==> src/rtl/product_accumulator.sv <==
// MAC back-end: sums a burst of unsigned 32-bit products into a wide accumulator
// and hands the total downstream over a valid/ready handshake.
module product_accumulator #(
   parameter int   ACC_W     = 40,
   parameter int   MAX_TERMS = 16,
   localparam int  CNT_W     = $clog2(MAX_TERMS + 1)
) (
   input  logic             clk,
   input  logic             rst_n,
   input  logic             in_valid,
   output logic             in_ready,
   input  logic [31:0]      product,
   input  logic             in_last,
   input  logic             acc_clr,
   output logic             acc_valid,
   input  logic             acc_ready,
   output logic [ACC_W-1:0] acc_out,
   output logic [CNT_W-1:0] term_count,
   output logic             acc_ovf
);

   typedef enum logic {ACC, DONE} state_t;

   state_t           state, state_nxt;
   logic [ACC_W-1:0] acc_nxt;
   logic [CNT_W-1:0] cnt_nxt;
   logic             ovf_nxt;
   logic [ACC_W:0]   sum;
   logic             accept;
   logic             close;

   assign in_ready  = (state == ACC) && !acc_clr;
   assign acc_valid = (state == DONE);
   assign accept    = in_valid && in_ready;

   // Extra top bit of the sum captures the carry out of the accumulator.
   assign sum   = {1'b0, acc_out} + (ACC_W + 1)'(product);
   assign close = in_last || (term_count == CNT_W'(MAX_TERMS - 1));

   always_ff @(posedge clk) begin
      if (!rst_n) begin
         state      <= ACC;
         acc_out    <= '0;
         term_count <= '0;
         acc_ovf    <= 1'b0;
      end else begin
         state      <= state_nxt;
         acc_out    <= acc_nxt;
         term_count <= cnt_nxt;
         acc_ovf    <= ovf_nxt;
      end
   end

   always_comb begin
      state_nxt = state;
      acc_nxt   = acc_out;
      cnt_nxt   = term_count;
      ovf_nxt   = acc_ovf;
      case (state)
         ACC: begin
            if (acc_clr) begin
               acc_nxt = '0;
               cnt_nxt = '0;
               ovf_nxt = 1'b0;
            end else if (accept) begin
               acc_nxt = sum[ACC_W-1:0];
               cnt_nxt = term_count + CNT_W'(1);
               ovf_nxt = acc_ovf | sum[ACC_W];
               if (close) state_nxt = DONE;
            end
         end
         DONE: begin
            if (acc_ready) begin
               state_nxt = ACC;
               acc_nxt   = '0;
               cnt_nxt   = '0;
               ovf_nxt   = 1'b0;
            end
         end
         default: state_nxt = ACC;
      endcase
   end

endmodule

==> config.mk <==
export PLATFORM = sky130hd
export DESIGN_NAME = product_accumulator
export DESIGN_NICKNAME = d
export VERILOG_FILES = /design/src/rtl/product_accumulator.sv
export SDC_FILE = /design/constraint.sdc
export NUM_CORES = 1
export LEC_CHECK = 0
export CELL_PAD_IN_SITES_DETAIL_PLACEMENT = 0
export CELL_PAD_IN_SITES_GLOBAL_PLACEMENT = 1
export CORE_MARGIN = 2
export CORE_UTILIZATION = 37
export CTS_CLUSTER_DIAMETER = 40
export DETAILED_ROUTE_END_ITERATION = 16
export GPL_TIMING_DRIVEN = 0
export PLACE_DENSITY_LB_ADDON = 0.25
export SLEW_MARGIN = 40
export SYNTH_ARGS = -nofsm -noshare
export SYNTH_HDL_FRONTEND = slang
export SYNTH_SLANG_ARGS = --single-unit
==> constraint.sdc <==
create_clock -name clk -period 3.71 [get_ports clk]
set_input_delay 0.742 -clock clk [delete_from_list [all_inputs] [get_ports clk]]
set_output_delay 0.742 -clock clk [all_outputs]
set_load 0.02 [all_outputs]
Yosys cells after proc, flatten, opt, wreduce, memory -nomap -nowiden. Cells that the tools add are included.

Word-level logic and storage cells: 33. Output and inout port bits: 48. Register bits after elaboration: 47.

Bitwise gates (word level): 2. Add/subtract/negate cells: 2. Muxes and demuxes: 17. Equal/unequal tests: 3. Reduce and logical (&&, ||, !) cells: 5.

Operator list (number): $mux 40 (3); $pmux 40 s2 (1); $add 40x32->41 (1); $mux 5 (3); $pmux 5 s2 (1); $mux 1 (7); $add 5x1->5 const B (1); $eq 5x4->1 const B (1); $pmux 1 s2 (2); $ne 3x3->1 const B (1); $logic_and 1x1->1 (2); $ne 2x2->1 const B (1); $reduce_and 2->1 (1); $logic_not 1->1 (1); $logic_or 1x1->1 (1); $not 1->1 (1); $or 1x1->1 (1).

Logic depth before layout (Yosys ltp).
Depth after elaboration: 6. Mapped depth: 9. Depth with buffers taken out: 9.

Worst setup path after synthesis. OpenSTA, ideal clock, no wires.

Kind: input to register. From: input port product[0]. To: register acc_out[30]. Arrival time: 2.968 ns. Cell stages on the path: 9. Setup slack: 0.624 ns. Cell sequence: ha_1 -> fa_1 -> a21o_1 -> a221oi_4 -> nor4_4 -> nor3_4 -> nor2_1 -> or3_1 -> a32o_1.

Cells in the longest elaborated chain, start to end: 4.

RTL lines: start, declared (RTL line 12) `input logic [31:0] product,`; $add 40x32->41 (RTL line 37) `assign sum = {1'b0, acc_out} + (ACC_W + 1)'(product);`; $mux 40 (RTL line 65) `end else if (accept) begin`; $mux 40 (RTL line 61) `if (acc_clr) begin`; $pmux 40 s2 (RTL line 59) `case (state)`; end signal, assigned (RTL line 48) `acc_out <= acc_nxt;`; end, declared (RTL line 17) `output logic [ACC_W-1:0] acc_out,`.

Every way passes these cells. The select of a mux whose other input is x is not followed. A chain may end at the register's enable or synchronous reset.

Worst setup path in the final report. Ends and elaborated chain as after synthesis.

==> metrics.txt <==
# TYPE chip_impl_metric gauge
chip_impl_metric{name="num-nets-final",unit=""} 625
chip_impl_metric{name="final-max-slew-violation-count",unit=""} 0
chip_impl_metric{name="cellInternalPower",unit="mW"} 0.920
chip_impl_metric{name="antenna_left",unit=""} 0
chip_impl_metric{name="first_global_vias",unit=""} 3441
chip_impl_metric{name="finalWirelength",unit="mm"} 10.6
chip_impl_metric{name="power.share.switching",unit=""} 0.344
chip_impl_metric{name="clock_tree_buf_depth",unit=""} 2
chip_impl_metric{name="drt_pre_antenna_iters",unit=""} 4
chip_impl_metric{name="worst_slew_margin_rel",unit=""} 0.545
chip_impl_metric{name="die_x",unit="µm"} 103
chip_impl_info{name="synth_top_area_cell",value="sky130_fd_sc_hd__dfxtp_1"} 1
chip_impl_metric{name="cts_hold_buffers",unit=""} 0
chip_impl_info{name="netlist_top_cells_area",value="sky130_fd_sc_hd__dfxtp_1, sky130_fd_sc_hd__ha_1, sky130_fd_sc_hd__a21oi_1, sky130_fd_sc_hd__nand2_1, sky130_fd_sc_hd__o21ai_0"} 1
chip_impl_metric{name="syn_to_final_growth",unit="%"} 31.3
chip_impl_metric{name="post_cts_buffers",unit=""} 0
chip_impl_metric{name="global_route_wire_length_before_repair",unit="mm"} 17.0
chip_impl_metric{name="cts.htree.levels",unit=""} 2
chip_impl_metric{name="antenna_found_initial",unit=""} 1
chip_impl_metric{name="worst_skew_pair.late_latency",unit="ns"} 0.32
chip_impl_metric{name="crit_required",unit="ns"} 3.93
chip_impl_metric{name="netlist_instances",unit=""} 460
chip_impl_metric{name="std_cell_rows",unit=""} 36
chip_impl_info{name="critical_path_start_end_classification",value="in -> reg"} 1
chip_impl_info{name="worstReg2RegStart",value="acc_out[0]"} 1
chip_impl_metric{name="reg2regPathDepth",unit=""} 9
chip_impl_metric{name="power.sequential.fraction",unit=""} 0.388
chip_impl_metric{name="tns",unit="ns"} 0
chip_impl_metric{name="max_slew.worst_pin.slew",unit="ns"} 0.680
chip_impl_metric{name="detailed_place.area",unit="µm²"} 4640
chip_impl_info{name="worst_hold_path_type",value="reg -> reg"} 1
chip_impl_metric{name="num_vias",unit=""} 3673
chip_impl_metric{name="vdd_ir_drop_max",unit="µV"} 158
chip_impl_metric{name="fp.dieArea",unit="µm²"} 10600
chip_impl_metric{name="groute.usage.overall",unit=""} 0.203
chip_impl_metric{name="routedWlPerCell",unit="µm"} 15.5
chip_impl_metric{name="combinationalPowerShare",unit=""} 0.319
chip_impl_metric{name="seq_area_frac_synth",unit=""} 0.260
chip_impl_metric{name="cp.arrival",unit="ns"} 3.65
chip_impl_metric{name="antenna_cells",unit=""} 0
chip_impl_metric{name="place_congestion",unit=""} 0.894
chip_impl_metric{name="tritoncts_num_sinks",unit=""} 47
chip_impl_metric{name="layout_skew",unit="ns"} 0.0110
chip_impl_metric{name="max_freq",unit="MHz"} 291
chip_impl_info{name="rsz0062_at_grt",value="false"} 1
chip_impl_metric{name="crit_fanout",unit=""} 5
chip_impl_metric{name="post-synth-top-area-fraction",unit=""} 0.260
chip_impl_metric{name="post_route_cells_drive_above_1_share",unit=""} 0.0398
chip_impl_metric{name="total_power_per_unit_cell_area",unit="nW/µm²"} 295
chip_impl_info{name="capturing_instance_or_port_of_the_critical_path",value="acc_out[30]"} 1
chip_impl_metric{name="dieHeight",unit="µm"} 103
chip_impl_metric{name="cts_buffers",unit=""} 5
chip_impl_metric{name="ios",unit=""} 86
chip_impl_metric{name="finalWorstPathRequiredPeriod",unit="ns"} 3.44
chip_impl_info{name="result_of_the_run",value="complete, no violations"} 1
chip_impl_metric{name="post-route-period-util",unit=""} 0.926
chip_impl_metric{name="clock_power_share",unit=""} 0.293
chip_impl_metric{name="reg2reg_setup_slack",unit="ns"} 0.79
chip_impl_metric{name="setup_violations",unit=""} 0
chip_impl_metric{name="core_area",unit="µm²"} 9640
chip_impl_metric{name="cap_violations",unit=""} 0
chip_impl_metric{name="synth-warning-count",unit=""} 0
chip_impl_metric{name="cts_repair_resize_count",unit=""} 0
chip_impl_metric{name="maximum_number_of_pins_on_one_net_before_global_route_repair",unit=""} 17
chip_impl_metric{name="post_synthesis_area_per_instance",unit="µm²"} 7.88
chip_impl_metric{name="synth_fp_nets",unit=""} 533
chip_impl_info{name="cts_tree",value="built"} 1
chip_impl_metric{name="average_via_count_per_standard_cell",unit=""} 5.35
chip_impl_info{name="cts-root-buf",value="sky130_fd_sc_hd__clkbuf_8"} 1
chip_impl_metric{name="design_area",unit="µm²"} 4760
chip_impl_metric{name="detail_route.drc_violations",unit=""} 0
chip_impl_metric{name="power_leakage",unit="nW"} 1.86
chip_impl_metric{name="post_synth_edffs",unit=""} 0
chip_impl_metric{name="post_synth_instance_area",unit="µm²"} 3620
chip_impl_metric{name="hold_viol_final",unit=""} 0
chip_impl_info{name="critical_path.startpoint_type",value="primary input"} 1
chip_impl_metric{name="yosys_register_bits",unit=""} 47
chip_impl_metric{name="cts.clk_slew.worst_paths",unit="ns"} 0.11
chip_impl_info{name="main_synth_ff_type",value="sky130_fd_sc_hd__dfxtp_1"} 1
chip_impl_metric{name="floorplan.initialDensity",unit=""} 0.376
chip_impl_metric{name="global_route.overflow_total",unit=""} 0
chip_impl_metric{name="drt_first_iter_violations",unit=""} 141
chip_impl_metric{name="port_buffer_count",unit=""} 85
chip_impl_metric{name="detailed_place_hpwl",unit="mm"} 8.30
chip_impl_metric{name="filler_cell_count",unit=""} 1008
chip_impl_info{name="rr_endpoint",value="acc_out[30]"} 1
chip_impl_metric{name="synth_cell_types",unit=""} 56
chip_impl_metric{name="net-switching-power",unit="mW"} 0.483
chip_impl_metric{name="hold_depth",unit=""} 2
chip_impl_info{name="crit_start",value="product[0]"} 1
chip_impl_info{name="end_kind",value="register"} 1
chip_impl_metric{name="asyncSetResetFlopFracSynth",unit=""} 0
flip-flops by register name, summed over array words and instances (netlist names):
signal,count
acc_valid,1
term_count,5
acc_out,40
acc_ovf,1
cell usage in the layout (no fill, tap or decap), drive strengths merged, types with 2 or more instances in the layout:
master / netlist / layout
o21bai: 4 / 4
a21o: 13 / 13
clkdlybuf4s50: 0 / 85
and3: 9 / 9
o31ai: 5 / 5
dfxtp: 47 / 47
xor2: 15 / 15
nand2: 51 / 51
o31a: 2 / 2
a21boi: 2 / 2
and2: 3 / 3
inv: 13 / 14
buf: 2 / 2
nor3: 12 / 12
or3: 6 / 6
or4: 4 / 4
nand4: 8 / 8
o21a: 7 / 7
o211ai: 7 / 7
xnor2: 8 / 8
clkbuf: 16 / 21
a31oi: 3 / 3
a21oi: 45 / 45
a41oi: 2 / 2
ha: 34 / 34
a2111o: 2 / 2
o21ai: 31 / 31
a211oi: 5 / 5
a211o: 3 / 3
o41ai: 2 / 2
nor2: 33 / 33
nor2b: 17 / 17
a221oi: 2 / 2
or2: 2 / 2
nand3: 18 / 18
a22oi: 15 / 15
final cells by class:
type / instances / area, µm² / area share
Tap cell: 133 / 166 / 0.0350
Clock inverter: 3 / 46.3 / 0.00973
Buffer: 18 / 72.6 / 0.0152
Sequential cell: 47 / 941 / 0.198
Inverter: 13 / 48.8 / 0.0103
Multi-Input combinational cell: 382 / 2560 / 0.539
Clock buffer: 5 / 68.8 / 0.0145
Timing Repair Buffer: 85 / 851 / 0.179
power groups by stage:
stage          clock network [mW]  logic, mW  registers, mW
2_1_floorplan                   0      0.265          0.579
3_3_place_gp                    0      0.445          0.555
6_report                    0.411      0.448          0.544
5_1_grt                     0.435      0.495          0.547
3_5_place_dp                    0      0.446          0.556
4_1_cts                     0.424      0.449          0.544
Yosys cell counts (all sizes together), types with 6 or more instances:
master,number
a22oi,15
nor3,12
nor2,33
dfxtp,47
clkbuf,16
or3,6
nor2b,17
o21a,7
ha,34
nand3,18
a21o,13
xnor2,8
a21oi,45
inv,13
o21ai,31
nand4,8
nand2,51
o211ai,7
and3,9
xor2,15
per-stage QoR:
stage	setup slack (ns)	power [mW]	util	cells	hold WS (ns)
6_report	0.274	1.40	0.494	686	0.469
5_1_grt	0.109	1.48	0.494	686	0.498
4_1_cts	0.261	1.42	0.494	686	0.474
3_5_place_dp	-0.0667	1.00	0.482	678	0.459
3_3_place_gp	-0.0679	1.00	0.482	678	0.454
2_1_floorplan	0.624	0.843	-	460	0.539
worst max-delay path: stages:
cell and delay (ns):
sky130_fd_sc_hd__clkdlybuf4s50_1 0.41, sky130_fd_sc_hd__ha_1 0.25, sky130_fd_sc_hd__fa_1 0.41, sky130_fd_sc_hd__a21o_1 0.21, sky130_fd_sc_hd__a221oi_4 0.44, sky130_fd_sc_hd__nor4_4 0.12
sky130_fd_sc_hd__nor3_4 0.38, sky130_fd_sc_hd__nor2_1 0.11, sky130_fd_sc_hd__or3_1 0.32, sky130_fd_sc_hd__a32o_1 0.26
cell families after synthesis:
group / after synthesis / share of synthesized area
fa+ha+maj: 35 / 0.123
xor+xnor: 23 / 0.0556
simple gates: 166 / 0.233
compound gates: 158 / 0.295
flops: 47 / 0.260
buf+inv: 31 / 0.0335
per-layer routing:
metal / up-vias / routed length [µm] / track usage / share of wire
li1: 1887 / - / - / -
met1: 1717 / 5000 / 0.278 / 0.47
met2: 65 / 5120 / 0.342 / 0.48
met3: 4 / 446 / 0.0319 / 0.042
met4: 0 / 55 / 0.0374 / 0.0052
met5: - / 0 / 0 / 0
worst min-delay path by stage:
stage | slack, ns | end | from
2_1_floorplan | 0.54 | acc_out[26] | acc_out[26]
3_3_place_gp | 0.45 | acc_ovf | acc_ovf
3_5_place_dp | 0.46 | acc_out[26] | acc_out[26]
4_1_cts | 0.47 | acc_out[26] | acc_out[26]
5_1_grt | 0.50 | acc_out[26] | acc_out[26]
6_report | 0.47 | acc_out[26] | acc_out[26]
(Power assumes the default switching activity.)
==> patch (same flow settings) <==
The parameter `MAX_TERMS` goes from 16 to 8.
--- a/src/rtl/product_accumulator.sv
+++ b/src/rtl/product_accumulator.sv
@@ -3,5 +3,5 @@
 module product_accumulator #(
    parameter int   ACC_W     = 40,
-   parameter int   MAX_TERMS = 16,
+   parameter int   MAX_TERMS = 8,
    localparam int  CNT_W     = $clog2(MAX_TERMS + 1)
 ) (
Ports: changed (resized term_count); port bits go from 86 to 85. The function was not compared with the original's and may differ.
==> patch against the original RTL <==
Routed wire length up 1.3%. Sequential cell count down 1. Total power up 9.5%. Setup slack better by 180 ps. Design area up 2.9%. Largest cell class unchanged. Critical path type unchanged. Area after synthesis up 3.7%. Synthesized cell count up 0.43%.
==> patch: results (changes against the original RTL) <==
sta:
  worst_hold_slack_ps: 475.4  # +6.260 ps
  skew_ps: 9.970  # -0.9881 ps
hold_path:
  min-delay-start: "acc_out[22]$_SDFFE_PN0P_"
layout:
  drive_gt1_share_pct: 8.318  # +4.3 points
  fin_nets: 624  # -0.16%
  n_fill_cell: 1024  # +1.6%
  largestRegisters: "acc_out: 40 flops, term_count: 4 flops"
worst_setup_path:
  r2r_setup_slack_ps: 970  # +180 ps
  slowest_stage: "fa_1"
  worst_r2r_endpoint: "acc_out[36]$_SDFFE_PN0P_"
  crit_family: "compound AO/OA/AOI/OAI gates"
  worst_path_largest_cell_delay_ps: 410  # -30 ps
drt:
  wl_per_cell_um: 15.67  # +1.3%
  vias: 3827  # +4.2%
  drtIter0Drc: 136  # -3.5%
  drt_pass1_iterations: 5  # +1
place:
  io_buffers: 83  # -2.4%
  gp_congestion: 0.8893  # -0.57%
  pre_cts_ws_ps: 154.5  # +221.1 ps
  dpl_cell_area_mm2: 0.004757  # +2.4%
  dp.final_hpwl_um: 8296  # about the same
global_route:
  grt_pass1_wl_um: 17640  # +3.6%
  grt_usage_pct: 19.31  # -1.0 points
  first_global_vias: 3631  # +5.5%
  antenna_found_initial: 0  # -1
  grt_max_degree: 15  # -2
yosys:
  synthMuxAreaShare_pct: 1.065  # +1.1 points
  netlist_top_cells_area: "dfxtp_1 (24%), ha_1 (11%), a21oi_1 (5.3%)"
  synth-compound-area-share_pct: 29.75  # +0.24 points
  ys_seq_area_share_pct: 24.49  # -1.5 points
  synth_commonest_cells: "nand2_1 (50), dfxtp_1 (46), a21oi_1 (40)"
  synth_xor_area_share_pct: 6.057  # +0.50 points
  synth.distinct_cells: 75  # +34%
clock_network:
  clk_pin_slew_worst_paths_ps: 90  # -20 ps
status:
  run_status: "complete, no violations"
-- patch: cell count changes in the layout (fill, tap and decap cells not counted), sizes merged, moves of 5 or more --
cell    change
nor2        -8
a21oi       -5
inv         -6
buf        +11
and2        +7
clkbuf      -6
o211ai      -5
o21ai      +13
xor2        +6
a211oi      -5
nand3       -6
-- patch: power breakdown --
| group | internal, W | total, W | switching (W) |
|---|---|---|---|
| Combinational | 0.000228 | 0.000519 | 0.000291 |
| Clock | 0.000288 | 0.000479 | 0.000191 |
| Sequential | 0.000518 | 0.000540 | 0.0000215 |
| Total | 0.00103 | 0.00154 | 0.000503 |
-- patch: area by class of cell --
cell class	count	area share, %
multi-input cells	386	54.83
flip-flops and latches	46	18.79
repair buffers	83	16.96
well taps	133	3.396
plain buffers	22	2.503
clock buffers	6	1.685
clock inverters	2	1.226
inverters	8	0.6129
-- patch: per-layer routing --
| layer | GRT usage [%] | up-vias | routed length, µm |
|---|---|---|---|
| li1 | - | 1913 | - |
| met1 | 25.55 | 1796 | 4991 |
| met2 | 32.79 | 104 | 5166 |
| met3 | 2.932 | 14 | 442 |
| met4 | 4.857 | 0 | 150 |
| met5 | 0 | - | 0 |
-- patch: worst max path at each step --
stage / from / to / slack (ps) / depth (start not counted)
3_5_place_dp: product[0] / acc_ovf$_SDFFE_PN0P_ / 150 / 10
3_3_place_gp: product[0] / acc_out[22]$_SDFFE_PN0P_ / 170 / 10
5_1_grt: product[0] / acc_ovf$_SDFFE_PN0P_ / 360 / 10
6_report: product[0] / acc_out[36]$_SDFFE_PN0P_ / 450 / 10
4_1_cts: product[0] / acc_out[36]$_SDFFE_PN0P_ / 470 / 10
2_1_floorplan: product[0] / acc_out[36]$_SDFFE_PN0P_ / 810 / 9
